**src/rtl/wc_rr_fifo_arbiter.sv**
```systemverilog
// Four-requester buffered arbiter: one FIFO per requester feeding a single
// valid/ready output register through a work-conserving round-robin scheduler.
module wc_rr_fifo_arbiter #(
  parameter int DW    = 8,
  parameter int DEPTH = 8
) (
  input  logic          clk,
  input  logic          rst_n,
  input  logic [3:0]    wen,
  input  logic [DW-1:0] a,
  input  logic [DW-1:0] b,
  input  logic [DW-1:0] c,
  input  logic [DW-1:0] d,
  output logic [3:0]    full,
  output logic [3:0]    ovf,
  output logic [DW-1:0] dout,
  output logic [1:0]    src,
  output logic          valid,
  input  logic          ready
);

  localparam int AW = $clog2(DEPTH);
  localparam int CW = AW + 1;

  logic [DW-1:0] r_mem [4][DEPTH];
  logic [AW-1:0] r_wptr [4];
  logic [AW-1:0] r_rptr [4];
  logic [CW-1:0] r_count [4];
  logic [1:0]    r_ptr;
  logic [1:0]    r_src;
  logic          r_valid;
  logic [DW-1:0] r_dout;
  logic [3:0]    r_ovf;

  logic [DW-1:0] w_wdata [4];
  logic [3:0]    w_full;
  logic [3:0]    w_nonEmpty;
  logic [3:0]    w_push;
  logic [3:0]    w_pop;
  logic          w_slotFree;
  logic          w_grantValid;
  logic [1:0]    w_grantIdx;

  always_comb begin
    w_wdata[0] = a;
    w_wdata[1] = b;
    w_wdata[2] = c;
    w_wdata[3] = d;
  end

  // Fullness and emptiness come from registered counts only, so a queue
  // written this cycle cannot be granted until the next one.
  always_comb begin
    w_full     = '0;
    w_nonEmpty = '0;
    w_push     = '0;
    for (int i = 0; i < 4; i++) begin
      w_full[i]     = (r_count[i] == CW'(DEPTH));
      w_nonEmpty[i] = (r_count[i] != '0);
      w_push[i]     = wen[i] && !w_full[i];
    end
  end

  // Scanning from the farthest candidate back to r_ptr lets the nearest
  // non-empty queue overwrite the others.
  always_comb begin
    w_grantValid = 1'b0;
    w_grantIdx   = r_ptr;
    for (int k = 3; k >= 0; k--) begin
      if (w_nonEmpty[r_ptr + 2'(k)]) begin
        w_grantValid = 1'b1;
        w_grantIdx   = r_ptr + 2'(k);
      end
    end
  end

  assign w_slotFree = !r_valid || ready;

  always_comb begin
    w_pop = '0;
    for (int i = 0; i < 4; i++) begin
      w_pop[i] = w_slotFree && w_grantValid && (w_grantIdx == 2'(i));
    end
  end

  always_ff @(posedge clk) begin
    for (int i = 0; i < 4; i++) begin
      if (w_push[i]) begin
        r_mem[i][r_wptr[i]] <= w_wdata[i];
      end
    end
  end

  always_ff @(posedge clk) begin
    if (!rst_n) begin
      for (int i = 0; i < 4; i++) begin
        r_wptr[i]  <= '0;
        r_rptr[i]  <= '0;
        r_count[i] <= '0;
      end
      r_ovf <= '0;
    end else begin
      for (int i = 0; i < 4; i++) begin
        if (w_push[i]) begin
          r_wptr[i] <= r_wptr[i] + AW'(1);
        end
        if (w_pop[i]) begin
          r_rptr[i] <= r_rptr[i] + AW'(1);
        end
        if (w_push[i] && !w_pop[i]) begin
          r_count[i] <= r_count[i] + CW'(1);
        end else if (!w_push[i] && w_pop[i]) begin
          r_count[i] <= r_count[i] - CW'(1);
        end
        if (wen[i] && w_full[i]) begin
          r_ovf[i] <= 1'b1;
        end
      end
    end
  end

  // An idle slot drops valid but keeps the last dout/src visible.
  always_ff @(posedge clk) begin
    if (!rst_n) begin
      r_valid <= 1'b0;
      r_dout  <= '0;
      r_src   <= '0;
      r_ptr   <= '0;
    end else if (w_slotFree) begin
      if (w_grantValid) begin
        r_valid <= 1'b1;
        r_dout  <= r_mem[w_grantIdx][r_rptr[w_grantIdx]];
        r_src   <= w_grantIdx;
        r_ptr   <= w_grantIdx + 2'd1;
      end else begin
        r_valid <= 1'b0;
      end
    end
  end

  assign full  = w_full;
  assign ovf   = r_ovf;
  assign dout  = r_dout;
  assign src   = r_src;
  assign valid = r_valid;

endmodule
```
**config.mk**
```make
export PLATFORM = sky130hd
export DESIGN_NAME = wc_rr_fifo_arbiter
export DESIGN_NICKNAME = d
export VERILOG_FILES = /design/src/rtl/wc_rr_fifo_arbiter.sv
export SDC_FILE = /design/constraint.sdc
export NUM_CORES = 1
export LEC_CHECK = 0
export CELL_PAD_IN_SITES_DETAIL_PLACEMENT = 0
export CELL_PAD_IN_SITES_GLOBAL_PLACEMENT = 1
export CORE_MARGIN = 5
export CORE_UTILIZATION = 45
export DETAILED_ROUTE_END_ITERATION = 10
export MAX_ROUTING_LAYER = met4
export PLACE_DENSITY_LB_ADDON = 0.1
export SYNTH_ARGS = -nofsm -noshare
export SYNTH_HDL_FRONTEND = slang
export SYNTH_SLANG_ARGS = --single-unit
```
**constraint.sdc**
```tcl
create_clock -name clk -period 3.95 [get_ports clk]
set_input_delay 0.79 -clock clk [delete_from_list [all_inputs] [get_ports clk]]
set_output_delay 0.79 -clock clk [all_outputs]
set_load 0.02 [all_outputs]
```
## Word-level counts from Yosys, hierarchy flattened

Memories as Yosys holds them, arrays and structs flattened.
Cells that the tools add are included.
Widths: inputs -> output; s select.

- Reductions and logical operators: 45
- Order comparisons: 13
- Bitwise logic cells: 21
- Eq/ne operators: 7
- $add $sub $neg: 20
- Muxes and demuxes: 101

Operator list:

| operator | count |
|---|---|
| $mux 64 | 4 |
| $demux 8 s3 | 4 |
| $mux 1 | 62 |
| $mux 8 | 6 |
| $mux 4 | 8 |
| $logic_and 1x1->1 | 25 |
| $add 3x1->3 const B | 8 |
| $bmux 8 s3 | 1 |
| $mux 3 | 8 |
| $ge 4x4->1 const B | 5 |
| $not 3->4 | 5 |
| $add 4x1->4 const B | 4 |
| $eq 4x4->1 const B | 4 |
| $lt 4x1->1 const B | 4 |
| $or 1x1->1 | 16 |
| $reduce_bool 4->1 | 4 |
| $sub 4x1->4 const B | 4 |
| $logic_not 1->1 | 13 |
| $lt 2x3->1 const B | 4 |
| $bmux 1 s2 | 4 |
| $mux 2 | 4 |
| $add 2x1->2 const B | 2 |
| $add 2x2->2 const B | 2 |
| $eq 2x2->1 const B | 2 |
| 4 further kinds | 4 |

- Memories: 4
- RAM bits: 296
- Register bits after elaboration: 17
- Word-level logic and storage cells: 219

Memory list:

| name | depth | bits a word | rd ports | clocked after memory_dff | wr ports | line | source |
|---|---|---|---|---|---|---|---|
| r_mem | 4 | 64 | 1 | 0 | 4 | 25 | `logic [DW-1:0] r_mem [4][DEPTH];` |
| r_count | 4 | 4 | 4 | 0 | 4 | 28 | `logic [CW-1:0] r_count [4];` |
| r_rptr | 4 | 3 | 5 | 0 | 4 | 27 | `logic [AW-1:0] r_rptr [4];` |
| r_wptr | 4 | 3 | 4 | 0 | 4 | 26 | `logic [AW-1:0] r_wptr [4];` |

## Depth between registers and ports, before layout

- Word-level depth: 16
- Gate-level depth with buffers: 18

## Worst setup path before layout

OpenSTA, ideal clock, no wires.

- Path kind: flip-flop to flip-flop
- From: memory r_count[3][0] in the netlist's numbering
- To: memory r_count[0][3] in the netlist's numbering, data pin
- Setup slack: 214 ps
- Period minus slack after synthesis: 3736 ps
- Arrival: 3481 ps
- Buffers on the path: 2
- Setup time: 254 ps
- Required time: 3696 ps
- Cell stages (with the launch flop): 19
- Path through: edfxtp_1 > inv_1 > ha_1 > or3b_2 > o221ai_1 > a21o_1 > buf_4 > clkbuf_1 > and2_1 > nand2_1 > nor2_1 > nand2_1 > inv_1 > ha_1 > a21o_1 > a21oi_1 > xnor2_1 > and3_1 > o21a_1

RTL lines:

| what | line |
|---|---|
| from (decl) | 28 |

==> summary.md <==
| Metric | Value |
|---|---|
| Critical path, cell by cell | nor4_4 -> o221ai_1 -> a21oi_4 -> buf_12 -> nand2_1 -> a32oi_4 -> buf_12 -> mux2i_1 -> a32oi_1 -> a32o_1 |
| Vias in the first global route | 8,728 |
| Post-synthesis to final-layout area growth | 16.5% |
| Critical Path Source Type | flop |
| Chip Height | approximately 180 um |
| Core Region | slightly below 30,000 sq um |
| Initial antenna violation count | 0 |
| Post-synthesis instance total | roughly 1.1k |
| FMAX | roughly 270 MHz |
| Crit path DAT | slightly above 4000 ps |
| Unique cell type count in the Yosys netlist | 53 |
| Headroom to the max-slew limit | 0.342 |
| EDFF count, synth | 296 |
| Maximum fanout along the worst path | 95 |
| Resized cells post-CTS | 0 |
| Pin count of the biggest net entering global routing | 96 |
| Number of post-CTS setup repair buffers | 0 |
| Final Worst Setup Slack | ~220 ps |
| Dominant synthesized flop cell | sky130_fd_sc_hd__edfxtp_1 |
| Run status | completed |
| Post-place setup slack | roughly 150 ps |
| Worst Hold Class | flop to flop |
| Worst IR Drop VDD | 841 uV |
| Setup repair after global routing missed its margin | false |
| Total negative slack for setup checks | 0 ps |
| Max Cap Violations | 0 |
| Fraction of final layout cells sized beyond drive strength 1 | 0.0900 |
| Fraction of synthesis flops using an asynchronous set or reset pin | 0 |
| Worst-path cell with the longest stage delay | sky130_fd_sc_hd__nor4_4 |
| Buf/Inv on CP | 2 |
| Routed length per placed instance | 23.4 um |
| Number of buffers added to fix hold violations after cts | 0 |
| Core Rows | 63 |
| Net count of the mapped netlist | 1,139 |
| First-pass iteration count of the detailed router | 5 |
| Mean number of vias per cell | about 5.6 |
| Warnings from Yosys | 0 |
| Remaining antenna violation count after routing | 0 |
| CTS tree | done |
| Final Cycle Share | 0.946 |
| Count of buffers inserted at the top-level ports | 57 |
| Overall Global Routing Usage | 0.223 |
| Post-route non-filler standard cell count | 1,568 |
| Final routed wirelength across all metal layers | 36,700 um |
| Leakage power total | 5.56 nW |
| Worst EP required | roughly 4400 ps |
| Clock Sink Count | approximately 310 |
| Delay of the slowest critical-path stage | between 500 and 600 ps |
| Ports | just under 60 |
| Die Span X | 183 um |
| Clk_lat worst skew | around 520 ps |
| Worst hold margin | between 400 and 500 ps |
| Number of setup violations in the final report | 0 |
| Cell Count Post-Placement | roughly 1.5k |
| Number of antenna repair diodes | 0 |
| Root cell of the clock tree | sky130_fd_sc_hd__clkbuf_16 |
| Critical Path End Type | flop |
| Leading cell type in the layout, fill and taps excluded | sky130_fd_sc_hd__edfxtp_1 |
| Placer's final routability congestion estimate | 0.871 |
| Fin Clk Skew | about 17 ps |
| Cts bufs inserted | 34 |
| Most frequent cells in the layout | 296 x sky130_fd_sc_hd__edfxtp_1, 262 x sky130_fd_sc_hd__nand2_1, 110 x sky130_fd_sc_hd__nand3_1, 57 x sky130_fd_sc_hd__clkdlybuf4s50_1, 51 x sky130_fd_sc_hd__nor2_1 |
| CP delay by family, top | compound AO/OA/AOI/OAI gates |
| H-tree levels | 2 |
| Register clock-pin slew on the reported worst setup and hold paths | about 60 ps |
| Global-route wire length before repair | between 50,000 and 60,000 um |
| Clock Path Buffers | 3 |
| Drt drc | 0 |
| Final Hold Viols | 0 |
| Detail Placement HPWL | 24,800 um |
| Average size of a mapped cell | around 12 sq um |
| Total standard cell area after synthesis | 13,400 sq um |
| Portion of the post-synthesis area used by sequential elements | 0.687 |
| Die outline area | between 30,000 and 40,000 sq um |
| Category of the most critical setup path | flop to flop |
| Clock period minus final worst setup slack | about 3700 ps |
| Iteration-0 DRC count of the detailed router | 629 |
| Number of inserted filler cells in the final layout | around 2.6k |
| GRT overflow | 0 |
| Net count reported at finish | 1,210 |
| Initial Utilization | 0.455 |
| PwrDens | between 800 and 900 nW/um^2 |
| Final max-slew violation count | 0 |
| Actual transition at the worst max-transition pin | between 900 and 1000 ps |
| Post-synthesis sequential element count | roughly 310 |
| Vias after detailed routing | between 8k and 9k |
| Cell repeated most along the worst path | sky130_fd_sc_hd__buf_12 |
worst paths after layout:
kind | from | endpoint | slack [ps] | cells past startpoint
worst max-delay path | r_count[0][0] | dout[4] | 220 | 10
worst min-delay path | dout[0] | dout[0] | 470 | 1
worst max register to register | r_count[0][0] | dout[4] | 220 | 10
worst min register to register | dout[0] | dout[0] | 470 | 1
report_power, final:
part	internal (mW)	switching, mW	total (mW)	leakage, nW
clock network	1.70	1.28	2.98	0.510
registers	4.08	0.272	4.36	2.89
logic	2.01	3.86	5.86	2.16
total	7.79	5.41	13.2	5.56
Yosys cell counts (3+ instances only):
cell type	n	area [sq um]
sky130_fd_sc_hd__nor2b_1	7	43.8
sky130_fd_sc_hd__a32oi_1	22	193
sky130_fd_sc_hd__a31oi_1	9	56.3
sky130_fd_sc_hd__edfxtp_1	296	8890
sky130_fd_sc_hd__nor3_1	26	130
sky130_fd_sc_hd__a221oi_1	3	26.3
sky130_fd_sc_hd__clkbuf_1	21	78.8
sky130_fd_sc_hd__xnor2_1	13	114
sky130_fd_sc_hd__ha_1	16	200
sky130_fd_sc_hd__nor4b_1	3	26.3
sky130_fd_sc_hd__o21ai_0	6	30.0
sky130_fd_sc_hd__a22oi_1	15	113
sky130_fd_sc_hd__buf_2	30	150
sky130_fd_sc_hd__dfxtp_1	17	340
sky130_fd_sc_hd__nand3b_1	8	60.1
sky130_fd_sc_hd__fa_1	3	60.1
sky130_fd_sc_hd__nand3_1	110	551
sky130_fd_sc_hd__nand2_1	262	983
sky130_fd_sc_hd__mux2i_1	23	230
sky130_fd_sc_hd__nand2b_1	12	75.1
sky130_fd_sc_hd__a32o_1	8	80.1
sky130_fd_sc_hd__a21oi_1	22	110
sky130_fd_sc_hd__and2_1	7	43.8
sky130_fd_sc_hd__buf_4	8	60.1
sky130_fd_sc_hd__inv_1	16	60.1
sky130_fd_sc_hd__buf_1	5	18.8
sky130_fd_sc_hd__and3_1	7	43.8
sky130_fd_sc_hd__a21o_1	4	30.0
sky130_fd_sc_hd__nor4_1	4	25.0
sky130_fd_sc_hd__xor2_1	4	35.0
sky130_fd_sc_hd__o211ai_1	7	52.6
sky130_fd_sc_hd__a221o_1	10	100
sky130_fd_sc_hd__nor2_1	52	195
area by class of cell:
type | instances | area (sq um) | share of cell area
multi-input cells | 687 | 3900 | 0.249
well taps | 390 | 488 | 0.0312
flip-flops and latches | 313 | 9230 | 0.590
repair buffers | 99 | 923 | 0.0590
clock buffers | 41 | 897 | 0.0573
inverters | 17 | 63.8 | 0.00408
clock inverters | 21 | 149 | 0.00952
metrics by stage:
stage	total power, mW	utilization	cell area, sq um
final	13.2	0.529	15600
after global routing	14.0	0.529	15600
after CTS	13.3	0.528	15600
after detailed placement	10.3	0.493	14600
after global placement	10.3	0.493	14600
after floorplan	8.34	-	13400
cell families after synthesis:
group,share of synthesized area
muxes,0.0182
AOI/OAI and AO/OA,0.0681
adders and majority gates,0.0194
DFF,0.687
buffers and inverters,0.0277
and+or+nand+nor,0.169
xor gates and xnor gates,0.0111
registers in the layout, indices dropped and copies added (netlist names):
register and count:
r_wptr 12, ovf 4, src 2, r_rptr 12, r_count 16, dout 8, r_mem 256, valid 1
r_ptr 2
metal layers:
metal / track usage / wire, um
met1: 0.289 / 15700
met2: 0.369 / 18300
met3: 0.0288 / 1520
met4: 0.0712 / 1150
met5: - / 0
Power figures use the tool's default switching activity.
